<file path="config.mk">
export PLATFORM = sky130hd
export DESIGN_NAME = rv32i_boot_ctrl
export DESIGN_NICKNAME = d
export VERILOG_FILES = /design/src/rtl/rv32i_boot_ctrl_pkg.sv /design/src/rtl/rv32i_boot_ctrl_byte_word_packer.sv /design/src/rtl/rv32i_boot_ctrl.sv
export SDC_FILE = /design/constraint.sdc
export NUM_CORES = 1
export LEC_CHECK = 0
export ABC_AREA = 1
export CAP_MARGIN = 20
export CORE_ASPECT_RATIO = 0.7
export CORE_MARGIN = 2
export CORE_UTILIZATION = 56
export CTS_CLUSTER_SIZE = 40
export DETAILED_ROUTE_END_ITERATION = 10
export GPL_TIMING_DRIVEN = 0
export HOLD_SLACK_MARGIN = 0.05
export PLACE_DENSITY = 0.83
export SETUP_SLACK_MARGIN = 0.2
export SKIP_CTS_REPAIR_TIMING = 1
export SLEW_MARGIN = 20
export SYNTH_ARGS = -nofsm -noshare
export SYNTH_HDL_FRONTEND = slang
export SYNTH_SLANG_ARGS = --single-unit
</file>
<file path="constraint.sdc">
create_clock -name clk -period 5 [get_ports clk]
set_clock_uncertainty 0.15 [all_clocks]
set_input_delay 1 -clock clk [delete_from_list [all_inputs] [get_ports clk]]
set_output_delay 1 -clock clk [all_outputs]
set_load 0.02 [all_outputs]
</file>
<file path="src/rtl/rv32i_boot_ctrl_pkg.sv">
// ============================================================
// rv32i_boot_ctrl_pkg: shared state encodings and defaults
// Rev 1.0
// ============================================================
`default_nettype none

package rv32i_boot_ctrl_pkg;

    localparam logic [1:0] ST_IDLE = 2'd0;
    localparam logic [1:0] ST_LOAD = 2'd1;
    localparam logic [1:0] ST_RUN  = 2'd2;
    localparam logic [1:0] ST_DONE = 2'd3;

    localparam int DEF_IMEM_WORDS = 32;
    localparam int DEF_ADDR_W     = 5;

    function automatic logic len_legal(input int len, input int words);
        return (len >= 1) && (len <= words);
    endfunction

endpackage

`default_nettype wire

</file>
<file path="src/rtl/rv32i_boot_ctrl_byte_word_packer.sv">
// ============================================================
// byte_word_packer: little-endian byte-to-word assembly
// Rev 1.0
// ============================================================
`default_nettype none

module byte_word_packer (
    input  logic        clk,
    input  logic        reset,
    input  logic        clear,
    input  logic        accept,
    input  logic [7:0]  data,
    output logic [1:0]  byte_idx,
    output logic        word_ready,
    output logic [31:0] word
);

    logic [23:0] lanes;

    always_ff @(posedge clk) begin
        if (reset || clear) begin
            byte_idx   <= 2'd0;
            lanes      <= 24'd0;
            word_ready <= 1'b0;
            word       <= 32'd0;
        end else begin
            word_ready <= 1'b0;
            if (accept) begin
                byte_idx <= byte_idx + 2'd1;
                case (byte_idx)
                    2'd0:    lanes[7:0]   <= data;
                    2'd1:    lanes[15:8]  <= data;
                    2'd2:    lanes[23:16] <= data;
                    default: begin
                        word       <= {data, lanes};
                        word_ready <= 1'b1;
                    end
                endcase
            end
        end
    end

endmodule

`default_nettype wire

</file>
<file path="src/rtl/rv32i_boot_ctrl.sv">
// ============================================================
// rv32i_boot_ctrl: load/run sequencer for the single-cycle RV32I core
// Rev 1.0
// ============================================================
`default_nettype none

module rv32i_boot_ctrl
    import rv32i_boot_ctrl_pkg::*;
#(
    parameter int IMEM_WORDS = DEF_IMEM_WORDS,
    parameter int ADDR_W     = DEF_ADDR_W,
    parameter int MAX_CYCLES = 1000,
    parameter int CYC_W      = 16
) (
    input  logic              clk,
    input  logic              reset,
    input  logic              start,
    input  logic [ADDR_W:0]   load_len,
    input  logic              rx_valid,
    input  logic [7:0]        rx_data,
    output logic              rx_ready,
    output logic              imem_we,
    output logic [ADDR_W-1:0] imem_waddr,
    output logic [31:0]       imem_wdata,
    output logic              core_reset,
    input  logic [31:0]       core_pc,
    output logic              busy,
    output logic              done,
    output logic              timeout,
    output logic              len_err,
    output logic [CYC_W-1:0]  run_cycles
);

    localparam logic [CYC_W-1:0] BUDGET_LAST = CYC_W'(MAX_CYCLES - 1);

    logic [1:0]        state;
    logic [ADDR_W:0]   len_m1;
    logic [ADDR_W-1:0] word_idx;
    logic [31:0]       pc_prev;
    logic              armed;

    logic              accept;
    logic              idle_or_done;
    logic              start_ok;
    logic              start_bad;
    logic              last_word;
    logic              halt_hit;
    logic              budget_hit;
    logic [1:0]        byte_idx;
    logic              word_ready;
    logic [31:0]       word;

    assign accept       = rx_valid & rx_ready;
    assign idle_or_done = (state == ST_IDLE) || (state == ST_DONE);
    assign start_ok     = start && idle_or_done && len_legal(int'(load_len), IMEM_WORDS);
    assign start_bad    = start && idle_or_done && !len_legal(int'(load_len), IMEM_WORDS);
    assign last_word    = ({1'b0, word_idx} == len_m1);
    assign halt_hit     = armed && (core_pc == pc_prev);
    assign budget_hit   = (run_cycles == BUDGET_LAST);

    byte_word_packer u_packer (
        .clk        (clk),
        .reset      (reset),
        .clear      (start_ok),
        .accept     (accept),
        .data       (rx_data),
        .byte_idx   (byte_idx),
        .word_ready (word_ready),
        .word       (word)
    );

    assign imem_we    = word_ready;
    assign imem_wdata = word;
    assign imem_waddr = word_idx;

    always_ff @(posedge clk) begin
        if (reset) begin
            state      <= ST_IDLE;
            core_reset <= 1'b1;
            rx_ready   <= 1'b0;
            busy       <= 1'b0;
            done       <= 1'b0;
            timeout    <= 1'b0;
            len_err    <= 1'b0;
            run_cycles <= '0;
            word_idx   <= '0;
            len_m1     <= '0;
            pc_prev    <= 32'd0;
            armed      <= 1'b0;
        end else begin
            pc_prev <= core_pc;
            case (state)
                ST_IDLE, ST_DONE: begin
                    if (start_ok) begin
                        state      <= ST_LOAD;
                        len_m1     <= load_len - 1'b1;
                        len_err    <= 1'b0;
                        core_reset <= 1'b1;
                        rx_ready   <= 1'b1;
                        busy       <= 1'b1;
                        done       <= 1'b0;
                        timeout    <= 1'b0;
                        run_cycles <= '0;
                        word_idx   <= '0;
                        armed      <= 1'b0;
                    end else if (start_bad) begin
                        len_err <= 1'b1;
                    end
                end
                ST_LOAD: begin
                    // Words complete in order, so word_idx already names the word being filled.
                    if (accept && (byte_idx == 2'd3) && last_word) begin
                        rx_ready <= 1'b0;
                    end
                    if (word_ready) begin
                        word_idx <= word_idx + 1'b1;
                        if (last_word) begin
                            state      <= ST_RUN;
                            core_reset <= 1'b0;
                        end
                    end
                end
                ST_RUN: begin
                    armed <= 1'b1;
                    if (halt_hit) begin
                        state   <= ST_DONE;
                        busy    <= 1'b0;
                        done    <= 1'b1;
                        timeout <= 1'b0;
                        armed   <= 1'b0;
                    end else if (budget_hit) begin
                        state   <= ST_DONE;
                        busy    <= 1'b0;
                        done    <= 1'b1;
                        timeout <= 1'b1;
                        armed   <= 1'b0;
                    end else if (run_cycles != '1) begin
                        run_cycles <= run_cycles + 1'b1;
                    end
                end
                default: state <= ST_IDLE;
            endcase
        end
    end

endmodule

`default_nettype wire
</file>
---- Word-level counts from Yosys, hierarchy flattened ----
Index checks and enable logic that the tools add are counted.
word-level totals
  input bits .............................. 50
  logic and storage cells ................. 111
  output and inout bits ................... 60
  flip-flop bits (word level) ............. 127
operators by class
  reductions and logical operators ........ 31
  add/subtract/negate cells ............... 4
  order comparisons ....................... 2
  muxes and demuxes ....................... 35
  equal/unequal tests ..................... 18
  bitwise operators ....................... 3
operator list
  operator                                                            count
  two-way mux 16 bit                                                  4
  == test 32 bit                                                      1
  case mux 16 bit (2 select lines)                                    1
  adder 16 x 1 -> 16 bit (second input constant)                      1
  == test 16 x 10 -> 1 bit (second input constant)                    1
  != test 16 bit (second input constant)                              1
  two-way mux 1 bit                                                   15
  AND reduction 2 bit                                                 7
  case mux 1 bit (2 select lines)                                     6
  two-way mux 2 bit                                                   5
  two-way mux 5 bit                                                   2
  != test 2 bit (second input constant)                               5
  case mux 5 bit (2 select lines)                                     1
  AND reduction 3 bit                                                 3
  == test 2 bit (second input constant)                               4
  AND reduction 4 bit                                                 2
  logical AND 1 bit                                                   7
  == test 5 x 6 -> 1 bit                                              1
  greater-or-equal comparator 6 x 1 -> 1 bit (second input constant)  1
  <= comparator 6 bit (second input constant)                         1
  case mux 2 bit (3 select lines)                                     1
  nonzero test 2 bit                                                  3
  subtractor 6 x 1 -> 6 bit (second input constant)                   1
  adder 5 x 1 -> 5 bit (second input constant)                        1
  other kinds (12)                                                    18

---- Longest topological paths before layout ----
Gate-level depths: netlist (run 1).
  word-level depth ........................ 6
  mapped depth ............................ 15
  mapped depth without buffers ............ 14

---- Hierarchy ----
From an unflattened synthesis (run 1), not the netlist that was laid out.
second synthesis, totals
  cell total of the unflattened synthesis .. 898
  area total of the unflattened synthesis .. 6074.6 um^2
by module, submodules not included
  module            area each (um^2)  times used  cells each
  rv32i_boot_ctrl   3594.7            1           522
  byte_word_packer  2479.9            1           376

---- Worst setup path before layout (run 1) ----
OpenSTA, ideal clock, no wires.
  kind .................................... input to register
  start ................................... input port load_len[0]
  end ..................................... register run_cycles[11]
  path slack .............................. 2.583 ns
  cell stages on the path ................. 11
  data arrival time ....................... 2.134 ns
  buffers on the path ..................... 1
  required time ........................... 4.717 ns
  setup time .............................. 0.133 ns
  cell sequence ........................... inv_1 -> ha_1 -> nand4_1 -> nand3_4 -> nand2_4 -> inv_2 -> a21oi_2 -> buf_6 -> nand2_4 -> nand2_1 -> a21oi_2
between the ends
  longest elaborated chain between the ends .. 5
ends and longest elaborated chain
  what                                                                               RTL line                   text
  from (decl)                                                                        rv32i_boot_ctrl.sv:18      input logic [ADDR_W:0] load_len,
  greater-or-equal comparator 6 x 1 -> 1 bit or <= comparator 6 bit (tied branches)  rv32i_boot_ctrl_pkg.sv:18  return (len >= 1) && (len <= words);
  logical AND 1 bit (*)                                                              rv32i_boot_ctrl_pkg.sv:18
  logical AND 1 bit (*)                                                              rv32i_boot_ctrl.sv:55      assign start_ok = start && idle_or_done && len_legal(int'(load_len), IMEM_WORDS);
  != test 2 x 1 -> 1 bit (no source line) (*)                                        -
  AND reduction 5 bit (no source line) (*)                                           -
  to (signal assigned)                                                               rv32i_boot_ctrl.sv:138     run_cycles <= run_cycles + 1'b1;
  to (decl)                                                                          rv32i_boot_ctrl.sv:31      output logic [CYC_W-1:0] run_cycles
Every way passes the cells marked *; elsewhere a longest branch is shown, timed or not.
A chain may end at the register's enable or synchronous reset.

---- Final worst setup path (run 1) ----
  start ................................... input port load_len[0]
  end ..................................... register u_packer.lanes[20]
between the ends
  longest elaborated chain between the ends .. 4
ends and longest elaborated chain
  what                                                                               RTL line                                text
  greater-or-equal comparator 6 x 1 -> 1 bit or <= comparator 6 bit (tied branches)  rv32i_boot_ctrl_pkg.sv:18
  logical AND 1 bit (*)                                                              rv32i_boot_ctrl_pkg.sv:18
  logical AND 1 bit (*)                                                              rv32i_boot_ctrl.sv:55
  logical OR 1 bit (*)                                                               rv32i_boot_ctrl_byte_word_packer.sv:21  if (reset || clear) begin
  to (signal assigned)                                                               rv32i_boot_ctrl_byte_word_packer.sv:33  2'd2: lanes[23:16] <= data;
  to (decl)                                                                          rv32i_boot_ctrl_byte_word_packer.sv:18  logic [23:0] lanes;
Marked as above.

==> reports/results.txt, run 1 <==
Layout area overhead: 30.8%
Post-DP HPWL: 11600 microns
Initial Util: 58.0%
CP Capture Type: flip-flop
Antenna diodes: 0
Status: finished clean
Pwr dens: 476 nW/um^2
Yosys cell types: 37
Vias in the first global route: 5653
Hold depth: 2
Syn Area/Cell: 6.89 sq um
Worst stage delay on the critical path: 520 ps
Final hold violation count: 0
Reg2Reg Setup Slack: 2610 ps
# clock sinks: 127
Via count: 6127
WL/cell: 14.1 microns
Placer congestion estimate: 0.926
RSZ-0062 raised after global routing: no
Top-count cell post-synth: nand2_1
Reg-to-reg endpoint: u_packer.lanes[20]$_SDFFE_PP0P_
FF-to-FF path depth: 10
Pwr Total: 3.75 mW
Synth Warn #: 0
CP delay by family, top: buffers and inverters
Clk_lat worst skew: 420 ps
Crit-path most repeated cell: inv_1
Final Util: 75.8%
Synth top area share: 42.2%
Hold Startpoint: u_packer.word[11]$_SDFFE_PP0P_
Post-synthesis sequential area ratio: 42.2%
Critical-path cell list: clkdlybuf4s50_1 -> inv_1 -> ha_1 -> nand4_1 -> nand3_4 -> inv_1 -> nor2_1 -> clkinv_1 -> clkbuf_1 -> a21oi_1
Peak Freq: 344 MHz
RR Startpoint: state[0]$_SDFFE_PP0P_
Routed Antenna Nets: 0
Final Cycle Share: 58.2%
Post-synth ARST share: 0%
Critical Path RT: 5120 ps
Setup_tns: 0 ps
Slew @ Worst Pin: 603 ps
Boundary Pins: 110
1st-pass router iterations: 6
Worst Path Arrival: 3030 ps
Synth area leader: dfxtp_1
Num CTS Buffers: 17
# rows: 31
Final setup viols: 0
Post-synth EDFFs: 0
Crit path launch type: input port
Fin nets: 1066
Final WL: 16200 microns
Area contributors post-synth: dfxtp_1 42%, nand2_1 13%, nand3_1 8.5%
Crit path time final: 2910 ps
Cells after Synth: 875
Die area: 11600 sq um
Worst vdd ir: 391 uV
Hold Crit Endpoint: u_packer.word[11]$_SDFFE_PP0P_
Die W: 128 microns
Hold Crit Class: flip-flop to flip-flop
Worst hold slack: 311 ps
First-pass GRT wire length: 26900 microns
Vert. Die Dim: 90.8 microns
Clock Path Buffers: 2
Port Buffer Count: 109
GR Util All Layers: 28.8%
Commonest cells in the synthesized netlist: 208 x nand2_1, 127 x dfxtp_1, 105 x inv_1
Top FF cell, synth: dfxtp_1
Slowest cell on crit path: clkdlybuf4s50_1
CP Class: input port to flip-flop
Number of synthesized register bits: 127
Max H-tree Level: 4
Grt ovf: 0
Antenna violations before repair: 0
Largest net degree at the start of global routing: 17
Post-Syn Nets: 938
Number of fill cells in the layout: 830
Routed vias/inst: 5.34
Number of max-cap violations: 0
Root Buffer: clkbuf_16
Pleak: 3.23 nW
Core footprint: 10400 sq um
Buf+Inv Stages, Crit Path: 5
Relative slew margins: 59.8%
Initial drt markers: 561
Share of cells above drive strength 1: 5.81%
Worst Path Max Fanout: 10
Clk pin slew, worst setup/hold paths: 60 ps
Residual DRC: 0
Final Max Tran Viols: 0
CTS tree: built
Netlist Area Pre-Place: 6030 sq um
## flip-flops by register name, summed over array words and instances, names as in the netlist
register	flops
run_cycles	16
u_packer.lanes	24
state	2
u_packer.word	32
busy	1
len_m1	6
timeout	1
imem_waddr	5
done	1
core_reset	1
u_packer.word_ready	1
len_err	1
u_packer.byte_idx	2
pc_prev	32
armed	1
rx_ready	1
## worst max path at each step
stage / to / slack (ps) / startpoint / cells after the start
after floorplan: run_cycles[11]$_SDFFE_PP0P_ / 2580 / load_len[0] / 11
after global placement: u_packer.lanes[23]$_SDFFE_PP0P_ / 1740 / load_len[0] / 10
after detailed placement: u_packer.lanes[23]$_SDFFE_PP0P_ / 1740 / load_len[0] / 10
after CTS: u_packer.lanes[9]$_SDFFE_PP0P_ / 2140 / load_len[0] / 10
after global routing: run_cycles[11]$_SDFFE_PP0P_ / 1940 / core_pc[24] / 11
final: u_packer.lanes[20]$_SDFFE_PP0P_ / 2090 / load_len[0] / 10
## tightest hold or removal path, cell delays in order, from the launching register on
cell	delay, ps
dfxtp_1	310
nand2_1	60
a21oi_1	50
## per-stage QoR
step	std cells	worst slack [ps]	instance area, sq um
5_1_grt	1148	1940	7880
3_5_place_dp	1116	1740	7280
6_report	1148	2090	7880
3_3_place_gp	1116	1740	7280
4_1_cts	1148	2140	7880
2_1_floorplan	875	2580	6030
## per-layer routing
layer	vias up	track usage (%)	wire length, microns
li1	3066	-	-
met1	2780	42.4	7820
met2	264	42.4	6920
met3	17	5.51	1280
met4	0	8.88	144
met5	-	0	0
## power by group
part | internal [mW] | switching (mW) | total [mW] | leakage [nW]
logic | 0.500 | 0.759 | 1.26 | 1.91
clock network | 0.754 | 0.479 | 1.23 | 0.287
registers | 1.13 | 0.131 | 1.26 | 1.04
total | 2.38 | 1.37 | 3.75 | 3.23
## kinds of logic after synthesis
family | Yosys count | share of synthesized area [%]
adders and majority gates | 13 | 2.70
DFF | 127 | 42.2
buffers and inverters | 148 | 9.59
AOI/OAI and AO/OA | 120 | 10.5
xor gates and xnor gates | 16 | 2.33
and+or+nand+nor | 451 | 32.7
## placed cells by master, fill, tap and decap left out, types with 2 or more instances in the layout
cell type        count
xnor2_1              9
or2_2                2
xor2_1               7
ha_1                13
clkinv_4             6
buf_2                3
o211ai_1             2
nor3b_1              2
buf_1                4
inv_6                3
nand3_1            102
clkbuf_1            27
o21ai_0             22
nor4_1               6
clkinvlp_4           2
inv_2                4
nor3_1               7
clkdlybuf4s50_1    109
nor2_2               3
clkbuf_16           17
a21oi_1             87
nand2_4              2
nand4_1             16
clkinv_1             2
dfxtp_1            127
nand3b_1             3
buf_6                2
nor2_1              93
a21oi_2              4
nand2_1            208
nand2_2              3
inv_1              105
bufinv_16            2
## layout make-up
class	count	area (sq um)	share of cell area [%]
plain buffers	37	161	2.05
clock buffers	18	439	5.57
clock inverters	14	159	2.02
inverters	111	417	5.29
multi-input cells	600	2910	36.9
flip-flops and latches	127	2540	32.3
well taps	132	165	2.10
repair buffers	109	1090	13.8
No activity file was read; power rests on OpenSTA's default activity.
==> run 2: changes to the inputs <==
--- a/config.mk
+++ b/config.mk
@@ -9,12 +9,12 @@
 export CAP_MARGIN = 20
 export CORE_ASPECT_RATIO = 0.7
 export CORE_MARGIN = 2
-export CORE_UTILIZATION = 56
+export CORE_UTILIZATION = 48
 export CTS_CLUSTER_SIZE = 40
 export DETAILED_ROUTE_END_ITERATION = 10
 export GPL_TIMING_DRIVEN = 0
 export HOLD_SLACK_MARGIN = 0.05
-export PLACE_DENSITY = 0.83
+export PLACE_DENSITY = 0.75
 export SETUP_SLACK_MARGIN = 0.2
 export SKIP_CTS_REPAIR_TIMING = 1
 export SLEW_MARGIN = 20
==> constraint.sdc (replaced) <==
create_clock -name clk -period 2.58 [get_ports clk]
set_clock_uncertainty 0.15 [all_clocks]
set_input_delay 0.516 -clock clk [delete_from_list [all_inputs] [get_ports clk]]
set_output_delay 0.516 -clock clk [all_outputs]
set_load 0.02 [all_outputs]
==> reports/results.txt, run 2 (synthesized netlist as in run 1, its figures left out) <==
Status: finished clean
Initial drt markers: 382
Worst hold slack: 310 ps
Final Cycle Share: 87.3%
Largest net degree at the start of global routing: 17
Worst vdd ir: 723 uV
Critical Path Start: load_len[0]
Root Buffer: clkbuf_16
Commonest non-fill, non-tap cells in the layout: 208 x nand2_1, 127 x dfxtp_1, 109 x clkdlybuf4s50_1
Final hold violation count: 0
CP Class: input port to flip-flop
Via count: 5967
First-pass GRT wire length: 26400 microns
Routed Antenna Nets: 0
1st-pass router iterations: 5
Core footprint: 12300 sq um
Clk_lat worst skew: 410 ps
Pleak: 3.24 nW
Max H-tree Level: 4
Peak Freq: 444 MHz
Critical Path RT: 2700 ps
Setup_tns: 0 ps
Pwr dens: 917 nW/um^2
Clock Path Buffers: 2
Routed vias/inst: 5.07
Reg2Reg Setup Slack: 370 ps
Fin nets: 1066
Worst Path Max Fanout: 10
Antenna violations before repair: 0
Final setup viols: 0
RSZ-0062 raised after global routing: no
Port Buffer Count: 109
RR Startpoint: state[0]$_SDFFE_PP0P_
Clk pin slew, worst setup/hold paths: 60 ps
Residual DRC: 0
WL/cell: 13.3 microns
Vert. Die Dim: 97.8 microns
CP Capture Type: flip-flop
Initial Util: 48.9%
CTS tree: built
Share of cells above drive strength 1: 6.89%
Worst Path Arrival: 2380 ps
# clock sinks: 127
Vias in the first global route: 5353
Final Max Tran Viols: 0
Post-DP HPWL: 11700 microns
Slew @ Worst Pin: 625 ps
Hold Startpoint: u_packer.word[16]$_SDFFE_PP0P_
Crit path time final: 2250 ps
Crit path launch type: input port
Largest registers: pc_prev x32, u_packer.word x32, u_packer.lanes x24
Num CTS Buffers: 17
Layout area overhead: 31.7%
Boundary Pins: 110
Hold Crit Class: flip-flop to flip-flop
Die W: 138 microns
Final WL: 15700 microns
Grt ovf: 0
Commonest non-fill, non-tap cell in the layout: nand2_1
Antenna diodes: 0
Placer congestion estimate: 0.908
# rows: 34
GR Util All Layers: 24.6%
Number of max-cap violations: 0
Relative slew margins: 58.3%
Die area: 13500 sq um
run 2: changes by cell type in the layout (fill, tap and decap cells not counted), moves of 2 or more:
cell        delta
clkbuf_1       -7
buf_2          +4
clkbuf_2       +4
clkinv_4       -2
clkinvlp_4     +2
run 2: cell type report:
cell class	instances	area [sq um]
sequential	127	2540
clock inverter	14	160
multi-input combinational	600	2930
buffer	37	171
timing repair buffer	109	1090
tap	162	203
fill	1135	4400
inverter	111	417
clock buffer	18	429
run 2: report_power, final:
| group | leakage [nW] | internal, mW | switching (mW) |
|---|---|---|---|
| combinational | 1.93 | 0.991 | 1.48 |
| sequential | 1.04 | 2.19 | 0.246 |
| clock | 0.274 | 1.44 | 0.938 |
| total | 3.24 | 4.62 | 2.66 |
run 2: metrics by stage:
step / utilization [%] / total power [mW] / cells / area (sq um) / setup slack (ps)
floorplan: - / 4.09 / 875 / 6030 / 569
global route: 64.4 / 7.74 / 1178 / 7940 / 198
finish: 64.4 / 7.28 / 1178 / 7940 / 327
global placement: 59.3 / 4.83 / 1146 / 7320 / -173
CTS: 64.1 / 7.25 / 1178 / 7910 / 213
detailed placement: 59.3 / 4.86 / 1146 / 7320 / -195
run 2: critical path, stage by stage:
cell and delay (ps):
clkdlybuf4s50_1 510, inv_1 90, ha_1 250, nand4_1 150, nand3_4 130, nand2_4 120, inv_2 60, a21oi_4 160
buf_6 180, nand2_4 70, nand2_1 80, a21oi_2 50
run 2: final timing paths:
check                           cells after the start                              to
worst max-delay path                               12     run_cycles[14]$_SDFFE_PP0P_
worst min-delay path                                2  u_packer.word[16]$_SDFFE_PP0P_
worst max register to register                     12     run_cycles[14]$_SDFFE_PP0P_
worst min register to register                      2  u_packer.word[16]$_SDFFE_PP0P_
run 2: per-layer routing:
| metal | wire [microns] | global-route usage, % | vias up |
|---|---|---|---|
| li1 | - | - | 3066 |
| met1 | 7970 | 38.4 | 2694 |
| met2 | 6410 | 33.6 | 187 |
| met3 | 1090 | 4.57 | 20 |
| met4 | 236 | 8.16 | 0 |
| met5 | 0 | 0 | - |
